File: src/rtl/ctrl_pipe_chain.sv
// Multi-stage control-word pipeline with per-stage valid, stall and flush.
// Upstream stalls freeze earlier stages; a free stage behind a frozen one loads a bubble.
module ctrl_pipe_chain #(
    parameter int unsigned WIDTH  = 12,
    parameter int unsigned STAGES = 3
) (
    input  logic                      Clk,
    input  logic                      Rst_n,
    input  logic [WIDTH-1:0]          in_ctrl,
    input  logic                      in_valid,
    output logic                      in_ready,
    input  logic [STAGES-1:0]         stall,
    input  logic [STAGES-1:0]         flush,
    output logic [STAGES*WIDTH-1:0]   stage_ctrl,
    output logic [STAGES-1:0]         stage_valid,
    output logic [3:0]                occupancy,
    output logic [15:0]               bubble_cnt
);

    logic [STAGES-1:0] hold;
    logic [STAGES-1:0] load_en;
    logic [STAGES-1:0] load_valid;
    logic [15:0]       bubble_q;

    for (genvar g = 0; g < STAGES; g++) begin : g_stage
        logic [WIDTH-1:0] src_ctrl;
        logic [WIDTH-1:0] ctrl_r;
        logic             src_valid;
        logic             src_bubble;
        logic             valid_r;

        // A stall anywhere at or beyond this stage freezes it.
        assign hold[g] = |(stall >> g);

        if (g == 0) begin : g_head
            assign src_ctrl   = in_valid ? in_ctrl : '0;
            assign src_valid  = in_valid;
            assign src_bubble = 1'b0;
        end else begin : g_body
            assign src_ctrl   = stage_ctrl[(g-1)*WIDTH +: WIDTH];
            assign src_valid  = stage_valid[g-1];
            assign src_bubble = hold[g-1];
        end

        assign load_en[g]    = ~flush[g] & ~hold[g];
        assign load_valid[g] = src_valid & ~src_bubble;

        always_ff @(posedge Clk or negedge Rst_n) begin
            if (!Rst_n) begin
                ctrl_r  <= '0;
                valid_r <= 1'b0;
            end else if (flush[g]) begin
                ctrl_r  <= '0;
                valid_r <= 1'b0;
            end else if (!hold[g]) begin
                ctrl_r  <= src_bubble ? '0 : src_ctrl;
                valid_r <= load_valid[g];
            end
        end

        assign stage_ctrl[g*WIDTH +: WIDTH] = ctrl_r;
        assign stage_valid[g]               = valid_r;
    end

    assign in_ready = ~hold[0];

    always_comb begin
        occupancy = '0;
        for (int unsigned i = 0; i < STAGES; i++) begin
            occupancy = occupancy + 4'(stage_valid[i]);
        end
    end

    always_ff @(posedge Clk or negedge Rst_n) begin
        if (!Rst_n) begin
            bubble_q <= '0;
        end else if (load_en[STAGES-1] && !load_valid[STAGES-1] && (bubble_q != '1)) begin
            bubble_q <= bubble_q + 16'd1;
        end
    end

    assign bubble_cnt = bubble_q;

endmodule

File: config.mk
export PLATFORM = sky130hd
export DESIGN_NAME = ctrl_pipe_chain
export DESIGN_NICKNAME = d
export VERILOG_FILES = /design/src/rtl/ctrl_pipe_chain.sv
export SDC_FILE = /design/constraint.sdc
export NUM_CORES = 1
export LEC_CHECK = 0
export ABC_AREA = 1
export CAP_MARGIN = 20
export CELL_PAD_IN_SITES_DETAIL_PLACEMENT = 0
export CELL_PAD_IN_SITES_GLOBAL_PLACEMENT = 1
export CORE_MARGIN = 2
export CORE_UTILIZATION = 42
export CTS_CLUSTER_DIAMETER = 60
export DETAILED_ROUTE_END_ITERATION = 6
export DONT_BUFFER_PORTS = 1
export GPL_TIMING_DRIVEN = 0
export HOLD_SLACK_MARGIN = 0.15
export PLACE_DENSITY = 0.73
export SYNTH_ARGS = -nofsm -noshare
export SYNTH_HDL_FRONTEND = slang
export SYNTH_SLANG_ARGS = --single-unit
File: constraint.sdc
create_clock -name Clk -period 1.5 [get_ports Clk]
set_input_delay 0.3 -clock Clk [delete_from_list [all_inputs] [get_ports Clk]]
set_output_delay 0.3 -clock Clk [all_outputs]
set_load 0.02 [all_outputs]
### Word-level counts from Yosys, hierarchy flattened

Cells that the tools add are included.

| storage, ports and cells | value |
|---|---|
| register bits after elaboration | 55 |
| bits in latches | 0 |
| bits in writable memories | 0 |
| memory bits (read-only) | 0 |
| input port bits | 21 |
| output and inout port bits | 60 |
| logic and storage cells | 41 |
| memories | 0 |

| cells by class | value |
|---|---|
| add/sub/neg operators | 3 |
| multiply operators | 0 |
| div/mod/pow operators | 0 |
| order comparisons | 0 |
| eq/ne operators | 4 |
| shift-type cells | 0 |
| muxes and demuxes | 15 |
| bitwise operators | 7 |
| reduce and logical (&&, ||, !) cells | 5 |

Operator list:

| cell | count |
|---|---|
| $mux 12 | 9 |
| $add 16x1->16 const B | 1 |
| $ne 16x16->1 const B | 1 |
| $mux 1 | 6 |
| $ne 2x2->1 const B | 2 |
| $not 1->1 | 4 |
| $add 2x1->3 | 1 |
| $and 1x1->1 | 3 |
| $reduce_or 3->1 | 1 |
| $add 1x1->2 | 1 |
| $logic_and 1x1->1 | 2 |
| $ne 2x1->1 const B | 1 |
| $reduce_or 2->1 | 1 |
| $logic_not 1->1 | 1 |

### Logic depth before layout (Yosys ltp)

| depth | value |
|---|---|
| depth after elaboration | 6 |
| gate-level depth with buffers | 9 |
| gate-level depth less buffers | 9 |

### Worst setup path after synthesis

No wires, ideal clock.

| path | value |
|---|---|
| kind | register -> register |
| start point | reg bubble_q[0], in the netlist bubble_cnt[0] |
| end point | reg bubble_q[10], in the netlist bubble_cnt[10] |
| setup time | 0.117 ns |
| arrival time | 1.404 ns |
| required time | 1.383 ns |
| path slack | -0.021 ns |
| stages on the path, launching flop included | 10 |
| buffers on the path | 0 |
| period minus slack after synthesis | 1.521 ns |
| cell sequence | dfrtp_1 ha_1 nand3_2 inv_2 nand2_4 nor2_8 nor2_8 clkinv_2 nand2_1 nand2_1 |

| between the ends | value |
|---|---|
| word-level cells in the longest chain between the ends | 2 |
| elaborated cells between the ends (all ways) | 3 |
| those cells by class | add/sub: 1; eq/ne: 1; reduce/logical: 1 |

Ends and longest elaborated chain:

| what | line | text |
|---|---|---|
| start: declaration | 23 | `logic [15:0] bubble_q;` |
| start signal: assignment | 78 | `bubble_q <= bubble_q + 16'd1;` |
| branches (longest 2 deep; another with $add 16x1->16) | -- |  |

Several ways; the timed one is not identified.
A chain may end at the register's enable or synchronous reset.

### Final worst setup path

| path | value |
|---|---|
| start point | reg g_stage[1].valid_r |
| end point | out occupancy[0] |

| between the ends | value |
|---|---|
| word-level cells in the longest chain between the ends | 2 |

Ends and longest elaborated chain:

| what | line | text |
|---|---|---|
| start: declaration | 30 | `logic valid_r;` |
| start signal: assignment | 57 | `valid_r <= load_valid[g];` |
| $add 1x1->2 | 70 | `occupancy = occupancy + 4'(stage_valid[i]);` |
| $add 2x1->3 | 70 |  |
| end: declaration | 16 | `output logic [3:0] occupancy,` |

Every way passes these cells.

==> flow_summary.yaml <==
run_status:
  status: "complete, but fails checks"
  violations: "negative hold slack, negative setup slack"
pwr:
  switching_share_pct: 31.23
  p_total_mw: 3.117
  ir_drop_mv: 0.4980
  power_per_cell_area_mw_per_mm2: 930.0
  comb_power_share_pct: 13.5
  switching_power_uw: 973.5
  p_leak_nw: 1.525
  power_frac_clock_pct: 29.6
  internal-power_mw: 2.144
  p_seq_share_pct: 56.9
setup_path:
  critPathTopFamily: "adder cells"
  r2r_setup_slack_ns: -0.07
  crit_start: "g_stage[1].valid_r"
  path_max_fanout: 2
  required_ns: 1.20
  critPathArrivalTime_ns: 1.38
  max_stage_delay_ns: 0.66
  cp-endpoint: "occupancy[0]"
  worstSetupPathType: "reg -> out"
  crit_buf_inv: 0
  end_kind: "output pin"
  path_cells: "fa_2"
  timing.rr.end: "bubble_cnt[5]"
  worstRegToRegCells: 10
  startpoint_type: "flip-flop"
  crit_slowest_cell: "fa_2"
  r2r_start: "bubble_cnt[0]"
  cp_num_cells: 1
grt:
  overflow: 0
  track_usage_pct: 19.09
  grt_max_degree: 56
  grt_pass1_vias: 2006
  antenna_found_initial: 0
  grt_pass1_wl_microns: 10530
routing:
  wl_per_cell_microns: 15.73
  drtAntennaViolNets: 0
  drcViolationCount: 0
  dr.first_iter.drc_count: 113
  viasPerCell: 5.092
  drt_pass1_iterations: 4
  drt-total-wl_microns: 6528
  vias: 2113
die:
  die_area_sq_mm: 0.007101
  initial_core_util_pct: 43.11
  die_x_microns: 84.27
  die_y_microns: 84.27
  pin_count: 81
  core_area_sq_mm: 0.006277
  rows: 29
placed_design:
  dp_cells: 378
  place_hpwl_microns: 4509
  port_buffers: 0
  dpl-instance-area_sq_mm: 0.002809
  place_congestion: 0.7926
final_layout:
  num-fill-cells: 588
  syn_to_final_growth_pct: 23.86
  final_core_utilization_pct: 53.40
  layoutNonFillerInstCount: 415
  final_area_sq_mm: 0.003352
  nNetsFinal: 360
  insertedDiodeCount: 0
  final_cell_mix: "inv_1 (54), nand2_1 (42), dfrtp_1 (39)"
  final_common_cell: "inv_1"
  drive_gt1_share_pct: 28.99
clocking:
  h-tree-depth: 2
  cts_buffer_depth: 2
  cts_hold_buf: 16
  clock_latency_ns: 0.32
  cts.clk_slew.worst_paths_ns: 0.11
  clkSinkCount: 55
  cts_made_buffers: 5
  tritoncts: "done"
  root_buffer: "clkbuf_8"
synth:
  yosysWarnings: 0
  synth.avg_cell_area_sq_um: 9.021
  post_synth_inst_count: 300
  synth_edf_count: 0
  yosysSeqAreaShare_pct: 50.86
  synthesis.area_sq_mm: 0.002706
  ys_types: 29
  async_flop_share_pct: 100.0
  synth_ff_type: "dfrtp_1"
  ys_ff_latch: 55
timing:
  period_needed_ns: 1.680
  hold_violations: 55
  rsz0062_at_grt: "yes"
  fin_skew_ns: 0.01258
  clock.fmax_ghz: 0.5952
  fin_crit_sh_pct: 112.0
  drv_slew: 0
  setup_ws_ns: -0.1801
  tns_ns: -0.6246
  finalSetupViolCount: 10
  hold_ws_ns: -0.3446
worst_hold_path:
  hold_class: "in -> async"
job:
  cap_violations: 0
## worst min path at each step
stage	start	to	slack (ns)	cells after the start
2_1_floorplan	Rst_n	bubble_cnt[0]	0.004	0
3_3_place_gp	Rst_n	g_stage[0].ctrl_r[2]	0.006	0
3_5_place_dp	Rst_n	g_stage[0].ctrl_r[6]	0.006	0
5_1_grt	Rst_n	g_stage[0].ctrl_r[2]	-0.36	0
6_report	Rst_n	g_stage[0].ctrl_r[2]	-0.34	0
4_1_cts	Rst_n	g_stage[0].ctrl_r[6]	-0.35	0
## layer usage
| metal | vias up | part of all wire [%] | GRT usage [%] |
|---|---|---|---|
| met5 | - | 0 | 0 |
| met4 | 0 | 1.3 | 5.279 |
| met3 | 7 | 7.3 | 5.408 |
| met2 | 64 | 45 | 28.72 |
| met1 | 1000 | 46 | 27.12 |
| li1 | 1042 | - | - |
## sequential cells by signal (all words and copies together) (netlist names)
register         cells
bubble_cnt          16
g_stage.ctrl_r      36
g_stage.valid_r      3
## power groups by stage
stage	sequential [mW]	combinational, mW	clock, mW
floorplan	1.75	0.242	0
global placement	1.78	0.280	0
detailed placement	1.78	0.285	0
CTS	1.77	0.390	0.947
global route	1.79	0.464	1.00
finish	1.78	0.420	0.923
## synthesized netlist by cell type, drive strengths merged, types with 4 or more instances
| library cell | count | share of area [%] |
|---|---|---|
| clkbuf | 5 | 0.69 |
| xor2 | 5 | 1.6 |
| o32ai | 13 | 4.2 |
| buf | 10 | 2.9 |
| inv | 56 | 7.8 |
| nand2 | 73 | 12 |
| o22ai | 12 | 2.8 |
| nand4 | 4 | 0.92 |
| dfrtp | 55 | 51 |
| nor2 | 20 | 5.1 |
| nand3 | 20 | 3.9 |
| o21ai | 8 | 1.5 |
| o31ai | 12 | 3.3 |
## what timing repair did
| item | in CTS | in global routing |
|---|---|---|
| gates resized for setup | 28 | 36 |
| gates cloned | 2 | 0 |
| setup buffers | 10 | 2 |
| hold endpoints to repair | 74 | 55 |
| pin swaps | 17 | 14 |
| setup endpoints to repair | 13 | 18 |
## area by class of cell
class                   count  area (sq um)  share of cell area [%]
inverters                  57         226.5                   6.756
flip-flops and latches     55          1396                   41.66
repair buffers             28         289.0                   8.623
repair inverters            1         11.26                  0.3359
plain buffers              15         96.34                   2.874
clock buffers               6         82.58                   2.464
well taps                  77         96.34                   2.874
multi-input cells         174          1136                   33.89
clock inverters             2         17.52                  0.5226
## cells by family after synthesis
logic type / after synthesis / share of synthesized area (%)
buffers and inverters: 72 / 11.51
and+or+nand+nor: 118 / 22.38
other: 1 / 0.1386
DFF: 55 / 50.86
xor gates and xnor gates: 6 / 1.942
adders and majority gates: 2 / 1.202
AOI/OAI and AO/OA: 46 / 11.97
## stage by stage
stage	hold WS, ns	setup slack (ns)
2_1_floorplan	0.004409	0.01399
3_3_place_gp	0.005539	-0.1692
3_5_place_dp	0.005865	-0.1887
4_1_cts	-0.3493	-0.2100
5_1_grt	-0.3630	-0.2171
6_report	-0.3446	-0.1801
Power figures use the tool's default switching activity.
